[src/rtl/csma_backoff_ctl_pkg.sv]
// Shared definitions for the xpu CSMA/CA channel-access sequencer.
// Holds the access FSM encoding, LFSR feedback mask and cw_exp width.
// No logic; imported by csma_backoff_ctl and lfsr16.
package csma_backoff_ctl_pkg;

  // Access FSM encoding (2-bit)
  typedef enum logic [1:0] {
    IDLE     = 2'd0,
    IFS_WAIT = 2'd1,
    BACKOFF  = 2'd2,
    GRANT    = 2'd3
  } state_t;

  // Right-shifting Galois LFSR, taps 16,14,13,11
  localparam logic [15:0] LFSR_TAPS = 16'hB400;

  // Width of the contention-window exponent
  localparam int CW_EXP_W = 4;

endpackage

[src/rtl/csma_backoff_ctl_lfsr16.sv]
// Purpose : free-running 16-bit Galois LFSR used as the backoff random source.
// Latency : state advances one step on every clock edge out of reset.
// Backpressure: none; never stalls.
// Ports   : clk, rstn (sync, active-low, loads SEED), state (current LFSR value).
module lfsr16
  import csma_backoff_ctl_pkg::*;
#(
  parameter logic [15:0] SEED = 16'hACE1
) (
  input  logic        clk,
  input  logic        rstn,
  output logic [15:0] state
);

  always_ff @(posedge clk) begin
    if (!rstn) begin
      state <= SEED;
    end else begin
      state <= {1'b0, state[15:1]} ^ (state[0] ? LFSR_TAPS : 16'h0000);
    end
  end

endmodule

[src/rtl/csma_backoff_ctl.sv]
// Purpose : CSMA/CA access sequencer: IFS wait (SIFS + aifsn slots), then a
//           random backoff of 0..2^cw_exp-1 slots, then a one-cycle tx_grant.
// Latency : tx_req seen at edge k, idle channel, 0 slots -> tx_grant in cycle k+1+IFS.
// Backpressure: busy channel restarts IFS / freezes backoff; dropping tx_req
//           returns to IDLE and keeps the remaining slot count for the next request.
// Ports   : clk, rstn (sync active-low); tx_req, ch_idle (levels); cw_exp,
//           sifs_clks, slot_clks, aifsn (config, sampled at each IFS start);
//           tx_grant (pulse), bo_busy (IFS_WAIT|BACKOFF), bo_slots_left (status).
// Option  : define CSMA_FREEZE_CNT_EN to add freeze_cnt[15:0], a saturating count
//           of BACKOFF->IFS_WAIT freezes, cleared on GRANT.
module csma_backoff_ctl
  import csma_backoff_ctl_pkg::*;
#(
  parameter int          CNT_W     = 10,
  parameter int          BO_W      = 10,
  parameter logic [15:0] LFSR_SEED = 16'hACE1
) (
  input  logic                clk,
  input  logic                rstn,
  input  logic                tx_req,
  input  logic                ch_idle,
  input  logic [CW_EXP_W-1:0] cw_exp,
  input  logic [CNT_W-1:0]    sifs_clks,
  input  logic [CNT_W-1:0]    slot_clks,
  input  logic [3:0]          aifsn,
  output logic                tx_grant,
  output logic                bo_busy,
  output logic [BO_W-1:0]     bo_slots_left
`ifdef CSMA_FREEZE_CNT_EN
  ,
  output logic [15:0]         freeze_cnt
`endif
);

  // Zero-length phases are stretched to one cycle
  function automatic logic [CNT_W-1:0] max1(input logic [CNT_W-1:0] v);
    return (v == '0) ? CNT_W'(1) : v;
  endfunction

  // Low min(e, BO_W) bits set; exponents above BO_W clamp naturally
  function automatic logic [BO_W-1:0] cw_mask(input logic [CW_EXP_W-1:0] e);
    logic [BO_W-1:0] m;
    m = '0;
    for (int i = 0; i < BO_W; i++) begin
      m[i] = (i < int'(e));
    end
    return m;
  endfunction

  state_t          state, state_nxt;
  logic [CNT_W-1:0] clk_cnt, clk_cnt_nxt;
  logic            in_slots, in_slots_nxt;   // IFS: 0 = SIFS part, 1 = AIFSN slots
  logic [3:0]      aifs_cnt, aifs_cnt_nxt;
  logic [CNT_W-1:0] sifs_len, sifs_len_nxt;
  logic [CNT_W-1:0] slot_len, slot_len_nxt;
  logic [3:0]      aifsn_r, aifsn_nxt;
  logic [BO_W-1:0] left_nxt;
  logic            frozen, frozen_nxt;       // remaining count owed to next request
  logic            restart_ifs;
  logic            ifs_done;
  logic [15:0]     lfsr_q;

  lfsr16 #(.SEED(LFSR_SEED)) u_lfsr (
    .clk   (clk),
    .rstn  (rstn),
    .state (lfsr_q)
  );

  generate
    if (BO_W < 16) begin : g_lfsr_spare
      logic lfsr_unused;
      assign lfsr_unused = ^lfsr_q[15:BO_W];
    end
  endgenerate

  always_comb begin
    state_nxt    = state;
    clk_cnt_nxt  = clk_cnt;
    in_slots_nxt = in_slots;
    aifs_cnt_nxt = aifs_cnt;
    sifs_len_nxt = sifs_len;
    slot_len_nxt = slot_len;
    aifsn_nxt    = aifsn_r;
    left_nxt     = bo_slots_left;
    frozen_nxt   = frozen;
    restart_ifs  = 1'b0;
    ifs_done     = 1'b0;

    case (state)
      IDLE: begin
        if (tx_req) begin
          state_nxt   = IFS_WAIT;
          restart_ifs = 1'b1;
          if (!frozen) begin
            left_nxt = lfsr_q[BO_W-1:0] & cw_mask(cw_exp);
          end
        end
      end

      IFS_WAIT: begin
        if (!tx_req) begin
          state_nxt  = IDLE;
          frozen_nxt = 1'b1;
        end else if (!ch_idle) begin
          restart_ifs = 1'b1;
        end else if (!in_slots) begin
          if (clk_cnt == sifs_len - CNT_W'(1)) begin
            clk_cnt_nxt = '0;
            if (aifsn_r == 4'd0) begin
              ifs_done = 1'b1;
            end else begin
              in_slots_nxt = 1'b1;
            end
          end else begin
            clk_cnt_nxt = clk_cnt + CNT_W'(1);
          end
        end else begin
          if (clk_cnt == slot_len - CNT_W'(1)) begin
            clk_cnt_nxt = '0;
            if (aifs_cnt == aifsn_r - 4'd1) begin
              ifs_done = 1'b1;
            end else begin
              aifs_cnt_nxt = aifs_cnt + 4'd1;
            end
          end else begin
            clk_cnt_nxt = clk_cnt + CNT_W'(1);
          end
        end
        if (ifs_done) begin
          in_slots_nxt = 1'b0;
          aifs_cnt_nxt = 4'd0;
          state_nxt    = (bo_slots_left == '0) ? GRANT : BACKOFF;
        end
      end

      BACKOFF: begin
        if (!tx_req) begin
          state_nxt  = IDLE;
          frozen_nxt = 1'b1;
        end else if (!ch_idle) begin
          // Busy beats a coincident slot end: count frozen, partial slot dropped
          state_nxt   = IFS_WAIT;
          restart_ifs = 1'b1;
        end else if (clk_cnt == slot_len - CNT_W'(1)) begin
          clk_cnt_nxt = '0;
          left_nxt    = bo_slots_left - BO_W'(1);
          if (bo_slots_left == BO_W'(1)) begin
            state_nxt = GRANT;
          end
        end else begin
          clk_cnt_nxt = clk_cnt + CNT_W'(1);
        end
      end

      GRANT: begin
        state_nxt  = IDLE;
        frozen_nxt = 1'b0;
      end

      default: state_nxt = IDLE;
    endcase

    // Every IFS start (entry or busy restart) resamples the timing config
    if (restart_ifs) begin
      clk_cnt_nxt  = '0;
      in_slots_nxt = 1'b0;
      aifs_cnt_nxt = 4'd0;
      sifs_len_nxt = max1(sifs_clks);
      slot_len_nxt = max1(slot_clks);
      aifsn_nxt    = aifsn;
    end
  end

  always_ff @(posedge clk) begin
    if (!rstn) begin
      state         <= IDLE;
      clk_cnt       <= '0;
      in_slots      <= 1'b0;
      aifs_cnt      <= 4'd0;
      sifs_len      <= '0;
      slot_len      <= '0;
      aifsn_r       <= 4'd0;
      bo_slots_left <= '0;
      frozen        <= 1'b0;
    end else begin
      state         <= state_nxt;
      clk_cnt       <= clk_cnt_nxt;
      in_slots      <= in_slots_nxt;
      aifs_cnt      <= aifs_cnt_nxt;
      sifs_len      <= sifs_len_nxt;
      slot_len      <= slot_len_nxt;
      aifsn_r       <= aifsn_nxt;
      bo_slots_left <= left_nxt;
      frozen        <= frozen_nxt;
    end
  end

  assign tx_grant = (state == GRANT);
  assign bo_busy  = (state == IFS_WAIT) || (state == BACKOFF);

`ifdef CSMA_FREEZE_CNT_EN
  always_ff @(posedge clk) begin
    if (!rstn) begin
      freeze_cnt <= 16'h0000;
    end else if (state == GRANT) begin
      freeze_cnt <= 16'h0000;
    end else if ((state == BACKOFF) && tx_req && !ch_idle && (freeze_cnt != 16'hFFFF)) begin
      freeze_cnt <= freeze_cnt + 16'h0001;
    end
  end
`endif

endmodule
[config.mk]
export PLATFORM = sky130hd
export DESIGN_NAME = csma_backoff_ctl
export DESIGN_NICKNAME = d
export VERILOG_FILES = /design/src/rtl/csma_backoff_ctl_pkg.sv /design/src/rtl/csma_backoff_ctl_lfsr16.sv /design/src/rtl/csma_backoff_ctl.sv
export SDC_FILE = /design/constraint.sdc
export NUM_CORES = 1
export LEC_CHECK = 0
export BUFFER_PORTS_ARGS = -buffer_cell sky130_fd_sc_hd__buf_2
export CAP_MARGIN = 25
export CORE_MARGIN = 10
export CORE_UTILIZATION = 40
export DETAILED_ROUTE_END_ITERATION = 8
export HOLD_SLACK_MARGIN = 0.1
export PLACE_DENSITY = 0.58
export SLEW_MARGIN = 20
export SYNTH_ARGS = -nofsm -noshare
export SYNTH_HDL_FRONTEND = slang
export SYNTH_HIERARCHICAL = 1
export SYNTH_SLANG_ARGS = --single-unit
[constraint.sdc]
create_clock -name clk -period 2.9 [get_ports clk]
set_input_delay 0.145 -clock clk [delete_from_list [all_inputs] [get_ports clk]]
set_output_delay 0.145 -clock clk [all_outputs]
set_load 0.005 [all_outputs]
# Word-level counts from Yosys, hierarchy flattened

Index checks and enable logic that the tools add are counted.
W data, S select, Z words.

Register bits after elaboration: 68
Input bits: 32
Output and inout port bits: 12
Logic and storage cells: 121

$add $sub $neg: 6
$lt $le $gt $ge: 10
Equality and inequality tests: 19
Mux-type cells: 52
Bitwise logic cells: 3
Reductions and logical operators: 21

Operator list:

| cell                    | number |
|---|---|
| $mux W10                | 14 |
| $pmux W10 S2            | 2 |
| $logic_not A10 Y1       | 3 |
| $sub A10 B1 Y10 const B | 3 |
| $mux W4                 | 6 |
| $eq A10 B10 Y1          | 2 |
| $mux W1                 | 19 |
| $lt A3 B4 Y1 const A    | 4 |
| $mux W16                | 1 |
| $ne A2 B2 Y1 const B    | 8 |
| $xor A15 B16 Y16        | 1 |
| $mux W2                 | 7 |
| $reduce_bool A2 Y1      | 7 |
| $reduce_and A6 Y1       | 2 |
| $add A10 B1 Y10 const B | 1 |
| $and A10 B10 Y10        | 1 |
| $eq A10 B1 Y1 const B   | 1 |
| $lt A1 B4 Y1 const A    | 2 |
| $lt A2 B4 Y1 const A    | 2 |
| $lt A4 B4 Y1 const A    | 2 |
| $ne A4 B4 Y1 const B    | 2 |
| $pmux W2 S4             | 1 |
| $reduce_and A5 Y1       | 1 |
| $add A4 B1 Y4 const B   | 1 |
| 15 further kinds        | 18 |

# Longest topological paths before layout

Depth after elaboration: 10
Depth in mapped cells: 15
Mapped depth without buffers: 11

# Hierarchy

Netlist, hierarchy kept.

Modules (own cells, without submodules):

| module           | instances | cells an instance | area each (um^2) | sequential area each (um^2) |
|---|---|---|---|---|
| csma_backoff_ctl | 1         | 435               | 3402.0           | 1041.0 |
| lfsr16           | 1         | 36                | 452.9            | 320.3 |

# Worst setup path after synthesis

Ideal clock, no wire load.

Path kind: register to register
Start: reg slot_len[0]
End: reg state[1] (netlist name)
Library setup time: 0.129 ns
Arrival time: 2.539 ns
Required time: 2.771 ns
Setup slack: 0.232 ns
Stages on the path, launching flop included: 14
Path buffers: 2
Clock period less this slack: 2.668 ns
Path through: dfxtp_1 -> buf_2 -> inv_1 -> ha_1 -> clkbuf_4 -> nand2_1 -> or3b_1 -> a211oi_2 -> a211oi_2 -> nor3_4 -> a22oi_2 -> a311oi_2 -> a21boi_2 -> o32ai_1

RTL lines:

| what                     | line                    | source |
|---|---|---|
| start: declaration       | csma_backoff_ctl.sv:55  | `logic [CNT_W-1:0] slot_len, slot_len_nxt;` |
| start signal: assignment | csma_backoff_ctl.sv:191 | `slot_len <= slot_len_nxt;` |

==> flow_summary_export.csv <==
group,metric,value,unit
outcome,status,"finished clean",
cts,clkSlewWorstSetupHoldPaths,0.08,ns
routing,drtPass1Iterations,4,
worst_setup_path,cp_slowest_cell,"a2111oi_1",
cts,clock_path_buffers,2,
worst_setup_path,endpoint_kind,"flop",
place,hpwlAfterDp,7380,µm
logic_synthesis,synthFlopType,"dfxtp_1",
logic_synthesis,avgSynthCellArea,8.18,µm²
logic_synthesis,ys_async_sr_fraction,0,%
logic_synthesis,synth_area,3850,µm²
worst_setup_path,crit_fanout,7,
worst_setup_path,cp-startpoint,"slot_len[2]$_SDFFE_PN0P_",
timing,min_period,2.72,ns
cells_and_area,nets,579,
timing,whs,0.132,ns
timing,tightest_slew,0.546,ns
timing,maxSlewViolCount,0,
place,port_buffers,43,
cells_and_area,post-route-util,49.7,%
floorplan,row_count,35,
cells_and_area,syn_to_final_growth,20.2,%
pwr,ir_drop,0.000333,V
logic_synthesis,syn_nets,514,
timing,finalSetupViolCount,0,
cts,worstSkewPairLatency,0.36,ns
pwr,power.density,507,nW/µm²
floorplan,start_util,41.3,%
worst_setup_path,required,3.15,ns
routing,drt-total-wl,10400,µm
worst_setup_path,reg2reg_from,"slot_len[2]$_SDFFE_PN0P_",
logic_synthesis,synth_cell_type_count,63,
cells_and_area,stdcell_area,4630,µm²
place,gp_congestion,0.922,
grt,grt_util_all_layers,14.5,%
grt,grt_max_degree,30,
worst_setup_path,max_stage_delay,0.53,ns
grt,antenna_found_initial,0,
grt,first_global_vias,3483,
routing,vias,3520,
cts,numClockSinks,68,
timing,tns,0,ns
cts,htree_levels,3,
pwr,leakagePower,1.79,nW
routing,first_iter_violations,214,
worst_setup_path,critPathArrivalTime,2.96,ns
grt,grt_first_pass_wirelength,17000,µm
timing,finalHoldViolCount,0,
logic_synthesis,seq_area_frac_synth,35.3,%
routing,ant_nets,0,
timing,clock_skew,0.0113,ns
cts,clockRootBuffer,"clkbuf_8",
hold_path,hp-class,"input pin to flop",
cells_and_area,final_cell_mix,"dfxtp_1 (68), nand2_1 (64), buf_2 (43), nor2_1 (40), a21oi_1 (36)",
logic_synthesis,synth_edf_count,0,
logic_synthesis,ys_ff_latch,68,
routing,drc_errors,0,
timing,post-route-period-util,93.6,%
timing,rsz0062_at_grt,"no",
worst_setup_path,critPathKind,"flop to flop",
job,max_cap_violations,0,
worst_setup_path,start_kind,"flop",
routing,wl_per_cell,15.5,µm
cts,cts_tree,"yes",
logic_synthesis,yosys_warnings,6,
place,post_dp_cell_area,4210,µm²
worst_setup_path,crit_chain,"nor4_4, nand3_1, mux2i_1, a211oi_2, nor3_4, a2111oi_1, a311oi_2, a21boi_2, o211a_1",
floorplan,die-area,14000,µm²
floorplan,io_pins,44,
floorplan,core_area,9330,µm²
logic_synthesis,syn_inst,471,
grt,grt_overflow,0,
floorplan,die_w,118,µm
cells_and_area,n_fill_cell,927,
timing,clock.fmax,368,MHz
cts,cts_made_buffers,9,
timing,max_slew_margin,63.5,%
floorplan,die_h,118,µm
cells_and_area,mostFrequentLayoutCell,"dfxtp_1",
cells_and_area,diodes,0,
routing,viasPerCell,5.25,
hold_path,min_from,"sifs_clks[0]",
cells_and_area,layout-drive-gt1-share,16.3,%
[cells in the mapped netlist, types with 4 or more instances]
library cell | n | area share, %
dfxtp_1 | 68 | 35
nand2_1 | 64 | 6.2
nor2_1 | 40 | 3.9
a21oi_1 | 36 | 4.7
xnor2_1 | 30 | 6.8
nand3_1 | 19 | 2.5
inv_1 | 16 | 1.6
clkbuf_1 | 15 | 1.5
xor2_1 | 15 | 3.4
nor3_1 | 14 | 1.8
nand2b_1 | 13 | 2.1
and2_1 | 11 | 1.8
ha_1 | 11 | 3.6
o21ai_0 | 11 | 1.4
nor4_1 | 7 | 1.1
a22o_1 | 6 | 1.4
buf_2 | 5 | 0.65
o211ai_1 | 5 | 0.97
o32ai_1 | 5 | 1.1
a21o_1 | 4 | 0.78
a31oi_1 | 4 | 0.65
and3_1 | 4 | 0.65
nand4_1 | 4 | 0.65
o22ai_1 | 4 | 0.65
or3_1 | 4 | 0.65
[worst max-delay path, delay by kind of cell (launching register included)]
family | cells | cell delay, ns
AND/OR/NAND/NOR | 3 | 0.74
AO/OA/AOI/OAI | 5 | 1.33
multiplexers | 1 | 0.16
flip-flops | 1 | 0.39
[flip-flops by register name, indices dropped and copies added, names as in the netlist]
register and flops:
aifs_cnt 4, aifsn_r 4, bo_slots_left 10, clk_cnt 10, frozen 1, in_slots 1, sifs_len 10, slot_len 10
state 2, u_lfsr/state 16
[per-stage QoR]
stage | std cells | power (mW) | setup slack [ns]
global route | 670 | 2.49 | 0.00571
CTS | 670 | 2.37 | 0.172
detailed placement | 632 | 1.61 | 0.176
finish | 670 | 2.35 | 0.184
floorplan | 471 | 1.45 | 0.232
global placement | 632 | 1.60 | 0.241
[logic make-up (layout without fill, tap and decap cells)]
kind of cell             Yosys count  count (layout)  share of synthesized area, %
XOR/XNOR                          46              46                          10.6
buffers and inverters             40             110                          4.74
flip-flops                        68              68                          35.3
AO/OA/AOI/OAI                    103             103                          18.3
adder cells (fa/ha/maj)           11              11                          3.57
multiplexers                       3               3                         0.811
AND/OR/NAND/NOR                  200             200                          26.6
[layout make-up]
class                   count  area, µm²  area share (%)
repair buffers             78        533            11.5
flip-flops and latches     68       1360            29.4
clock inverters             7       57.6            1.24
inverters                  16       60.1            1.30
well taps                 129        161            3.48
multi-input cells         363       2340            50.4
clock buffers               9        124            2.67
[power by group]
part           switching [mW]  internal (mW)  total (mW)  leakage [nW]
combinational           0.298          0.261       0.559          1.15
clock                   0.414          0.322       0.736        0.0833
sequential             0.0654          0.991        1.06         0.558
[repair_timing]
item,CTS,global route
setup endpoints to repair,0,9
setup buffers,0,0
resized for setup,0,5
endpoints found under the hold margin,22,0
hold buffers,22,0
[final timing paths]
path                            endpoint  slack [ns]  cells after the start
min             sifs_len[0]$_SDFFE_PN0P_        0.13                      3
max                state[0]$_SDFFE_PN0P_        0.18                      9
max reg2reg        state[0]$_SDFFE_PN0P_        0.18                      9
min reg2reg  u_lfsr/state[11]$_SDFF_PN1_        0.41                      1
[per-layer routing]
layer / GRT usage, % / wire length [µm] / part of all wire, % / up-vias
met1: 17.4 / 4770 / 46 / 1646
met4: 4.10 / 133 / 1.3 / 0
li1: - / - / - / 1784
met3: 3.95 / 438 / 4.2 / 12
met2: 24.6 / 5010 / 48 / 78
met5: 0 / 0 / 0 / -
(Power assumes the default switching activity.)
